### config.mk
export PLATFORM = sky130hd
export DESIGN_NAME = tx_bit_timer
export DESIGN_NICKNAME = d
export VERILOG_FILES = /design/src/rtl/tx_timer_pkg.sv /design/src/rtl/flex_counter.sv /design/src/rtl/tx_bit_timer.sv
export SDC_FILE = /design/constraint.sdc
export NUM_CORES = 1
export LEC_CHECK = 0
export BUFFER_PORTS_ARGS = -buffer_cell sky130_fd_sc_hd__buf_2
export CAP_MARGIN = 20
export CORE_MARGIN = 8
export CORE_UTILIZATION = 25
export CTS_CLUSTER_DIAMETER = 40
export DETAILED_ROUTE_END_ITERATION = 6
export HOLD_SLACK_MARGIN = 0.03
export SLEW_MARGIN = 40
export SYNTH_ARGS = -nofsm -noshare
export SYNTH_HDL_FRONTEND = slang
export SYNTH_SLANG_ARGS = --single-unit
### constraint.sdc
create_clock -name clk -period 1.85 [get_ports clk]
set_input_delay 0.2775 -clock clk [delete_from_list [all_inputs] [get_ports clk]]
set_output_delay 0.2775 -clock clk [all_outputs]
set_load 0.005 [all_outputs]
### src/rtl/tx_timer_pkg.sv
// Shared constants and FSM state type for the USB TX bit/byte timer.
package tx_timer_pkg;

    localparam int TX_CLKS_PER_BIT_DEF  = 8;
    localparam int TX_BITS_PER_BYTE_DEF = 8;

    typedef enum logic [0:0] {
        IDLE = 1'b0,
        RUN  = 1'b1
    } tx_timer_state_t;

endpackage

### src/rtl/flex_counter.sv
// Parametrised up-counter: counts 0..ROLLOVER-1 and wraps; synchronous clear wins over count.
module flex_counter #(
    parameter int NUM_CNT_BITS = 4,
    parameter int ROLLOVER     = 16
) (
    input  logic                    clk,
    input  logic                    n_rst,
    input  logic                    clear,
    input  logic                    count_enable,
    output logic [NUM_CNT_BITS-1:0] count_out
);

    localparam logic [NUM_CNT_BITS-1:0] LAST = NUM_CNT_BITS'(ROLLOVER - 1);

    logic [NUM_CNT_BITS-1:0] r_count;

    always_ff @(posedge clk or negedge n_rst) begin
        if (!n_rst) begin
            r_count <= '0;
        end else if (clear) begin
            r_count <= '0;
        end else if (count_enable) begin
            r_count <= (r_count == LAST) ? '0 : r_count + NUM_CNT_BITS'(1);
        end
    end

    assign count_out = r_count;

endmodule

### src/rtl/tx_bit_timer.sv
// USB TX bit/byte timer: bit-period divider plus data-bit counter with strobe/byte_done pulses.
// Define TX_BIT_TIMER_STALL_EN to let `stall` hold the bit count on stuffed-bit boundaries.
module tx_bit_timer
    import tx_timer_pkg::*;
#(
    parameter int CLKS_PER_BIT  = TX_CLKS_PER_BIT_DEF,
    parameter int BITS_PER_BYTE = TX_BITS_PER_BYTE_DEF,
    parameter int BW            = $clog2(BITS_PER_BYTE)
) (
    input  logic          clk,
    input  logic          n_rst,
    input  logic          enable,
    input  logic          stall,
    output logic          bit_strobe,
    output logic          byte_done,
    output logic [BW-1:0] bit_index,
    output logic          busy
);

    localparam int                DIV_W    = $clog2(CLKS_PER_BIT);
    localparam logic [DIV_W-1:0]  DIV_LAST = DIV_W'(CLKS_PER_BIT - 1);
    localparam logic [BW-1:0]     BIT_LAST = BW'(BITS_PER_BYTE - 1);

    tx_timer_state_t r_state;
    tx_timer_state_t w_state_next;
    logic            r_strobe;
    logic            r_done;
    logic            r_busy;
    logic            w_strobe_next;
    logic            w_done_next;
    logic [DIV_W-1:0] w_clk_cnt;
    logic [BW-1:0]   w_bit_cnt;
    logic            w_boundary;
    logic            w_bit_adv;

    assign w_boundary = enable && (w_clk_cnt == DIV_LAST);

`ifdef TX_BIT_TIMER_STALL_EN
    // A stuffed bit still occupies a line bit time, but is not a data bit.
    assign w_bit_adv = w_boundary && !stall;
`else
    logic w_unused_stall;
    assign w_unused_stall = stall;
    assign w_bit_adv      = w_boundary;
`endif

    flex_counter #(
        .NUM_CNT_BITS (DIV_W),
        .ROLLOVER     (CLKS_PER_BIT)
    ) u_clk_div (
        .clk          (clk),
        .n_rst        (n_rst),
        .clear        (!enable),
        .count_enable (enable),
        .count_out    (w_clk_cnt)
    );

    flex_counter #(
        .NUM_CNT_BITS (BW),
        .ROLLOVER     (BITS_PER_BYTE)
    ) u_bit_cnt (
        .clk          (clk),
        .n_rst        (n_rst),
        .clear        (!enable),
        .count_enable (w_bit_adv),
        .count_out    (w_bit_cnt)
    );

    always_comb begin
        w_state_next  = r_state;
        w_strobe_next = 1'b0;
        w_done_next   = 1'b0;
        case (r_state)
            IDLE:    if (enable)  w_state_next = RUN;
            RUN:     if (!enable) w_state_next = IDLE;
            default: w_state_next = IDLE;
        endcase
        // Dropping enable on a boundary edge suppresses that edge's pulses.
        if (enable) begin
            w_strobe_next = w_boundary;
            w_done_next   = w_bit_adv && (w_bit_cnt == BIT_LAST);
        end
    end

    always_ff @(posedge clk or negedge n_rst) begin
        if (!n_rst) begin
            r_state  <= IDLE;
            r_strobe <= 1'b0;
            r_done   <= 1'b0;
            r_busy   <= 1'b0;
        end else begin
            r_state  <= w_state_next;
            r_strobe <= w_strobe_next;
            r_done   <= w_done_next;
            r_busy   <= (w_state_next == RUN);
        end
    end

    assign bit_strobe = r_strobe;
    assign byte_done  = r_done;
    assign bit_index  = w_bit_cnt;
    assign busy       = r_busy;

endmodule

==> metrics.cfg, run 1 <==
[die]
start_util_pct=25.9
io_pins=10
die-area_um2=3000
fp.dieH_um=54.8
coreArea_um2=1450
die_w_um=54.8
rows=14

[critical_path]
critical-path-top-delay-family=adder cells
timing.critical_path.arrival_ns=1.34
cp-start-kind=flip-flop
cpPeakStageDelay_ns=0.42
cp_max_fo=4
crit_type=flip-flop to flip-flop
critPathSlowestCell=dfrtp_1
crit_path_cell_trace=ha_1 -> ha_1 -> mux2i_1 -> nor2b_1
path_buf_inv=0
end_kind=flip-flop
cpMostUsedCell=ha_1
cp.required_ns=1.99

[detailed_routing]
route.vias.total=234
wire_per_inst_um=11.2
dr.pass1.iters=1
detail_route.iter0.violations=0
totalWireLength_um=614
antenna_left=0
via_per_inst=4.25
drc_errors=0

[sta]
rsz0062_at_grt=no
tightest_slew_ns=0.211
slew_headroom_pct=85.9
fin_crit_ns=1.20
hold_violations=0
finalCritPeriodShare_pct=64.9
setup_violations=0
slew_violations=0
fin_tns_setup_ns=0
fmax_mhz=834
finClkSkew_ns=0.00295

[grt]
overflow=0
grt_pass1_wl_um=1040
grt_max_degree=11
antenna_found_initial=0
grt_pass1_vias=253
grt_usage_pct=5.28

[layout]
layout.nets=49
seq_area_um2=225
multi_input_area_um2=151
layout-drive-gt1-share_pct=30.8
final_area_um2=473
areaGrowthSynthToFinish_pct=25.6
num-fill-cells=159
layout_commonest_cell=dfrtp_1
final_cell_mix=9 x dfrtp_1, 8 x buf_2, 5 x ha_1, 3 x and2_1, 3 x clkbuf_4
n_antenna_cell=0

[power]
peakVddDrop_mv=0.203
seqPwrFrac_pct=55.4
power_switching_mw=0.0771
combPwrFrac_pct=5.3
p_sw_share_pct=20.7
power.internal_mw=0.296
powerDensity_nw_per_um2=788
p_clk_share_pct=39.3
p_leak_nw=0.262

[yosys]
synth_compound_area_share_pct=3.32
synth_xor_area_share_pct=0
synthDistinctLibCells=10
synth_top_family_by_area=adder cells
synth_nets=35
yosys.area_share.simple_pct=15.0
synthDominantCellAreaShare_pct=59.8
synthesis.instances=26
syn_area_per_cell_um2=14.5
synth_warnings=0
synth_area_leaders=dfrtp_1 60%, ha_1 17%, mux2i_1 5.3%, and2_1 5.0%, nor2b_1 3.3%
seq_area_frac_synth_pct=59.8
mappedNetlistArea_um2=377
synth_mux_area_share_pct=5.32
yosys.area.top_type=dfrtp_1
synth_fa_ha_area_share_pct=16.6
synth-seq-cells=9

[placement]
dp_hpwl_um=476
post_dp_cell_area_um2=437
routabilityCongestion=0.613
port_buffers=8

[clock_tree]
htreeDepth=1
clk_latency_ns=0.25
clock_sinks=9
cts_buffer_depth=2
cts_buffers=3
cts_tree=built
clk_pin_slew_ns=0.06
cts-root-buf=clkbuf_4

[worst_hold_path]
hold_class=primary input to flip-flop

[flow_run]
cap_violations=0

[status]
status=finished, final reports clean

-- per-layer routing --
layer	vias up	share of wire [%]	track usage [%]	wire, um
met5	-	0	0	0
met4	0	3.1	7.38	19
met1	110	38	4.83	232
li1	116	-	-	-
met2	6	52	7.92	318
met3	2	7.0	1.63	43
-- flip-flops by register name (all words and copies together) (netlist names) --
signal,count
u_clk_div.count_out,3
byte_done,1
u_bit_cnt.count_out,3
bit_strobe,1
busy,1
-- cell type report --
type,count,share of cell area [%]
multi-input combinational,17,32.0
clock buffer,4,5.56
tap,16,4.23
sequential,9,47.6
timing repair buffer,9,10.6
-- kinds of logic (layout without fill, tap and decap cells) --
group | Yosys count | after routing
buf+inv | 0 | 13
flops | 9 | 9
fa+ha+maj | 5 | 5
simple gates | 9 | 9
mux | 2 | 2
compound gates | 1 | 1
-- what timing repair did --
action / CTS / global route
endpoints found under the hold margin: 9 / 0
gates resized for setup: 0 / 0
buffers inserted: 0 / 0
hold buffers: 1 / 0
-- cell usage after synthesis (all sizes together) --
cell / n
and2: 3
nor2b: 2
and3: 1
nor3b: 1
nand2: 1
dfrtp: 9
nand3b: 1
ha: 5
mux2i: 2
o31ai: 1
-- final timing paths --
check,startpoint,slack (ns),endpoint,cells past startpoint
worst max register to register,u_bit_cnt.count_out[0],0.65,u_bit_cnt.count_out[2],4
worst max-delay path,u_bit_cnt.count_out[0],0.65,u_bit_cnt.count_out[2],4
worst min register to register,u_clk_div.count_out[0],0.44,u_clk_div.count_out[0],1
min in group asynchronous,n_rst,0.40,bit_strobe,2
max in group asynchronous,n_rst,1.26,u_bit_cnt.count_out[2],2
worst min-delay path,enable,0.23,busy,1
-- metrics by stage --
step	utilization (%)	hold WS, ns	instances	setup slack, ns	power (mW)
finish	32.5	0.225	55	0.650	0.373
global route	32.5	0.222	55	0.559	0.401
CTS	32.5	0.217	55	0.645	0.385
detailed placement	30.0	0.140	50	0.653	0.229
global placement	30.0	0.134	50	0.654	0.228
floorplan	-	-0.0181	26	0.696	0.217
-- power groups by stage --
stage	Combinational, mW	Sequential (mW)	Clock [mW]
after floorplan	0.00751	0.210	0
after global placement	0.0184	0.210	0
after detailed placement	0.0190	0.210	0
after CTS	0.0208	0.206	0.158
after global routing	0.0238	0.207	0.170
final	0.0197	0.206	0.147
No activity file was read; power rests on OpenSTA's default activity.
==> run 2, diff against run 1 <==
clock period = 1.1 ns   (was 1.85 ns; I/O delays follow)
==> run 2 against run 1 <==
Compared with the run above:
- the flow now finishes with violations (negative setup slack)
- non-clock buffer count up 2
- sequential power up 70%
- largest cell class unchanged
- final area up 12%
- combinational power up 100%
- maximum frequency up 8.7%
- total power up 73%
- global-route usage up 0.76 points
- critical path type unchanged
- sequential share of layout area down 5.2 points
==> metrics.cfg, run 2 (same netlist as run 1, synthesis figures left out) <==
[sta]
rsz0062_at_grt=yes
fin_crit_ns=1.10
tightest_slew_ns=0.205
finClkSkew_ns=0.00847
setup_slack_ns=-0.00416
fin_tns_setup_ns=-0.00416
slew_headroom_pct=86.4
finalCritPeriodShare_pct=100
slew_violations=0
hold_violations=0
fmax_mhz=906
setup_violations=1

[grt]
grt_max_degree=11
grt_usage_pct=6.04
grt_pass1_wl_um=1200
antenna_found_initial=0
overflow=0
grt_pass1_vias=280

[status]
failed_checks=negative setup slack
status=finished, violations left

[layout]
multi_input_area_um2=194
layout_commonest_cell=dfrtp_1
n_antenna_cell=0
final_area_um2=531
final_core_util_pct=36.5
layout-drive-gt1-share_pct=46.3
areaGrowthSynthToFinish_pct=40.9
final_cell_mix=9 x dfrtp_1, 8 x buf_2, 3 x ha_4, 3 x clkbuf_4
seq_area_um2=225
num-fill-cells=140
layout.nets=51

[clock_tree]
cts_tree=built
cts_buffer_depth=2
cts-root-buf=clkbuf_4
clk_pin_slew_ns=0.06
clock_sinks=9
clk_latency_ns=0.26
cts_buffers=3
htreeDepth=1
post_cts_buffers=0

[detailed_routing]
route.vias.total=246
totalWireLength_um=682
antenna_left=0
detail_route.iter0.violations=1
drc_errors=0
via_per_inst=4.32
wire_per_inst_um=12.0
dr.pass1.iters=2

[critical_path]
timing.critical_path.arrival_ns=1.26
end_kind=flip-flop
cp-start-kind=flip-flop
crit_type=flip-flop to flip-flop
cp.required_ns=1.25
cp_max_fo=2

[die]
coreArea_um2=1450
die-area_um2=3000
start_util_pct=25.9
die_w_um=54.8
rows=14
fp.dieH_um=54.8
io_pins=10

[power]
peakVddDrop_mv=0.534
power_mw=0.646
powerDensity_nw_per_um2=1220
p_leak_nw=0.265

[worst_hold_path]
hold_class=primary input to flip-flop

[placement]
port_buffers=8
dp_hpwl_um=471
post_dp_cell_area_um2=457
post-place-ws_ns=-0.0426
routabilityCongestion=0.643

[flow_run]
cap_violations=0

==> run 2: cell count changes in the layout (fill, tap and decap cells not counted), sizes merged <==
cell,delta
buf,+2
==> run 2: area by class of cell <==
type                            instances  share of cell area [%]
Clock buffer                            4                    4.95
Multi-Input combinational cell         17                    36.6
Sequential cell                         9                    42.5
Tap cell                               16                    3.77
Timing Repair Buffer                   11                    12.3
==> run 2: worst paths after layout <==
path	slack, ns	from	to	cells past startpoint
worst max register to register	-0.004	u_bit_cnt.count_out[0]	u_bit_cnt.count_out[2]	4
worst min-delay path	0.12	enable	busy	1
max in group asynchronous	0.64	n_rst	u_clk_div.count_out[1]	2
worst max-delay path	-0.004	u_bit_cnt.count_out[0]	u_bit_cnt.count_out[2]	4
worst min register to register	0.50	u_clk_div.count_out[0]	u_clk_div.count_out[0]	1
min in group asynchronous	0.28	n_rst	byte_done	2
==> run 2: routing by layer <==
layer / GRT usage [%] / routed length, um
met4: 8.61 / 35
met1: 6.23 / 298
met5: 0 / 0
met3: 1.63 / 50
met2: 8.30 / 299
==> run 2: per-stage QoR <==
step / instances / hold WS (ns)
3_3_place_gp: 52 / 0.0220
6_report: 57 / 0.118
5_1_grt: 57 / 0.117
2_1_floorplan: 26 / -0.131
4_1_cts: 57 / 0.105
3_5_place_dp: 52 / 0.0278
==> run 2: worst max-delay path: stages, from the launching register on <==
cell and delay, ns:
dfrtp_1 0.39, ha_2 0.21, ha_4 0.21, mux2i_1 0.13, nor2b_1 0.06
==> run 2: what timing repair did <==
| action | in CTS | in global routing |
|---|---|---|
| cloned | 0 | 0 |
| pin swaps | 3 | 1 |
| setup endpoints to repair | 5 | 7 |
| hold buffers | 1 | 0 |
| hold endpoints to repair | 9 | 0 |
| gates resized for setup | 3 | 2 |
==> run 2: power breakdown <==
group	leakage, nW	total [mW]	switching [mW]	internal [mW]
Clock	0.0150	0.254	0.115	0.140
Sequential	0.121	0.351	0.00869	0.342
Combinational	0.129	0.0403	0.0191	0.0212
Total	0.265	0.646	0.142	0.503
==> run 3, diff against run 2 <==
clock period = 1.3 ns   (was 1.1 ns; I/O delays follow)
==> run 3 against run 2 <==
Compared with the run above:
- the flow now finishes without violations
- clock power fell by 17%
- total power decreased by 18%
- sequential power shrank 17%
- setup slack better by 0.10 ns
- largest cell class unchanged
- largest power group unchanged
==> metrics.cfg, run 3 (same netlist as run 1, synthesis figures left out) <==
[status]
status=finished, final reports clean

[clock_tree]
clk_pin_slew_ns=0.06
cts_buffers=3
cts_buffer_depth=2
clk_latency_ns=0.25
htreeDepth=1
clock_sinks=9
cts-root-buf=clkbuf_4
cts_tree=built

[detailed_routing]
antenna_left=0
via_per_inst=4.27
dr.pass1.iters=1
totalWireLength_um=608
wire_per_inst_um=11.1
route.vias.total=235
drc_errors=0
detail_route.iter0.violations=0

[placement]
post-place-ws_ns=0.108
port_buffers=8
routabilityCongestion=0.616

[critical_path]
cpPeakStageDelay_ns=0.42
path_buf_inv=0
end_kind=flip-flop
cpMostUsedCell=ha_1
critical-path-top-delay-family=adder cells
r2r_slack_ns=0.10
crit_cells=4
critPathSlowestCell=dfrtp_1
crit_path_cell_trace=ha_1 -> ha_1 -> mux2i_1 -> nor2b_1
cp.required_ns=1.45
worstRegToRegCells=4
cp_max_fo=4
timing.critical_path.arrival_ns=1.34
cp-start-kind=flip-flop
crit_type=flip-flop to flip-flop

[die]
die-area_um2=3000
rows=14
start_util_pct=25.9
die_w_um=54.8
coreArea_um2=1450
io_pins=10
fp.dieH_um=54.8

[sta]
rsz0062_at_grt=no
tightest_slew_ns=0.212
finalCritPeriodShare_pct=92.3
fin_crit_ns=1.20
fmax_mhz=834
fin_tns_setup_ns=0
finClkSkew_ns=0.00528
slew_headroom_pct=85.8
setup_slack_ns=0.101
hold_violations=0
slew_violations=0
setup_violations=0

[power]
p_leak_nw=0.262
p_clk_share_pct=39.7
power.internal_mw=0.421
power_mw=0.533
p_sw_share_pct=21.0
combPwrFrac_pct=5.2
power_switching_mw=0.112
seqPwrFrac_pct=55.1
powerDensity_nw_per_um2=1130
peakVddDrop_mv=0.365

[layout]
layout_commonest_cell=dfrtp_1
layout.nets=49
final_cell_mix=9 x dfrtp_1, 8 x buf_2, 5 x ha_1, 3 x and2_1, 3 x clkbuf_4
layout-drive-gt1-share_pct=30.8
n_antenna_cell=0
areaGrowthSynthToFinish_pct=25.6

[grt]
grt_max_degree=11
grt_pass1_vias=237
grt_pass1_wl_um=1040
overflow=0
grt_usage_pct=5.28
antenna_found_initial=0

[worst_hold_path]
hold_class=primary input to flip-flop
hold_path_depth=1

[flow_run]
cap_violations=0

[run 3: path summary, 6_finish.rpt]
check                                          to                   start
max                        u_bit_cnt.count_out[2]  u_bit_cnt.count_out[0]
min                                          busy                  enable
max reg2reg                u_bit_cnt.count_out[2]  u_bit_cnt.count_out[0]
min reg2reg                u_clk_div.count_out[0]  u_clk_div.count_out[0]
max in group asynchronous  u_clk_div.count_out[0]                   n_rst
min in group asynchronous  u_bit_cnt.count_out[0]                   n_rst
[run 3: area by class of cell]
class                           count  area, um^2
Clock buffer                        4        26.3
Fill cell                         150         981
Multi-Input combinational cell     17         151
Sequential cell                     9         225
Tap cell                           16        20.0
Timing Repair Buffer                9        50.0
[run 3: power by group through the flow]
stage	clock network (mW)	registers [mW]	logic, mW
after global placement	0	0.298	0.0263
after floorplan	0	0.298	0.0107
after global routing	0.243	0.294	0.0344
after detailed placement	0	0.298	0.0266
final	0.212	0.293	0.0278
after CTS	0.220	0.293	0.0296
[run 3: worst register-to-register path: stages (launching register included)]
cell,delay (ns)
dfrtp_1,0.42
ha_1,0.21
ha_1,0.26
mux2i_1,0.13
nor2b_1,0.06
[run 3: routing by layer]
layer / vias to the layer above / track usage [%] / wire length [um]
li1: 115 / - / -
met1: 112 / 4.67 / 216
met2: 6 / 8.11 / 318
met3: 2 / 1.63 / 46
met4: 0 / 7.38 / 27
met5: - / 0 / 0
[run 3: per-stage QoR]
step	hold WS (ns)	cell area [um^2]	util [%]	cells
after floorplan	-0.101	377	-	26
after global placement	0.0518	437	30.0	50
after detailed placement	0.0519	437	30.0	50
after CTS	0.149	473	32.5	55
after global routing	0.149	473	32.5	55
final	0.149	473	32.5	55
[run 3: repair_timing]
| action | 4_1_cts | 5_1_grt |
|---|---|---|
| endpoints found under the hold margin | 9 | 0 |
| buffers inserted | 0 | 0 |
| hold buffers | 1 | 0 |
| resized for setup | 0 | 0 |
| endpoints found under the setup margin | 0 | 0 |
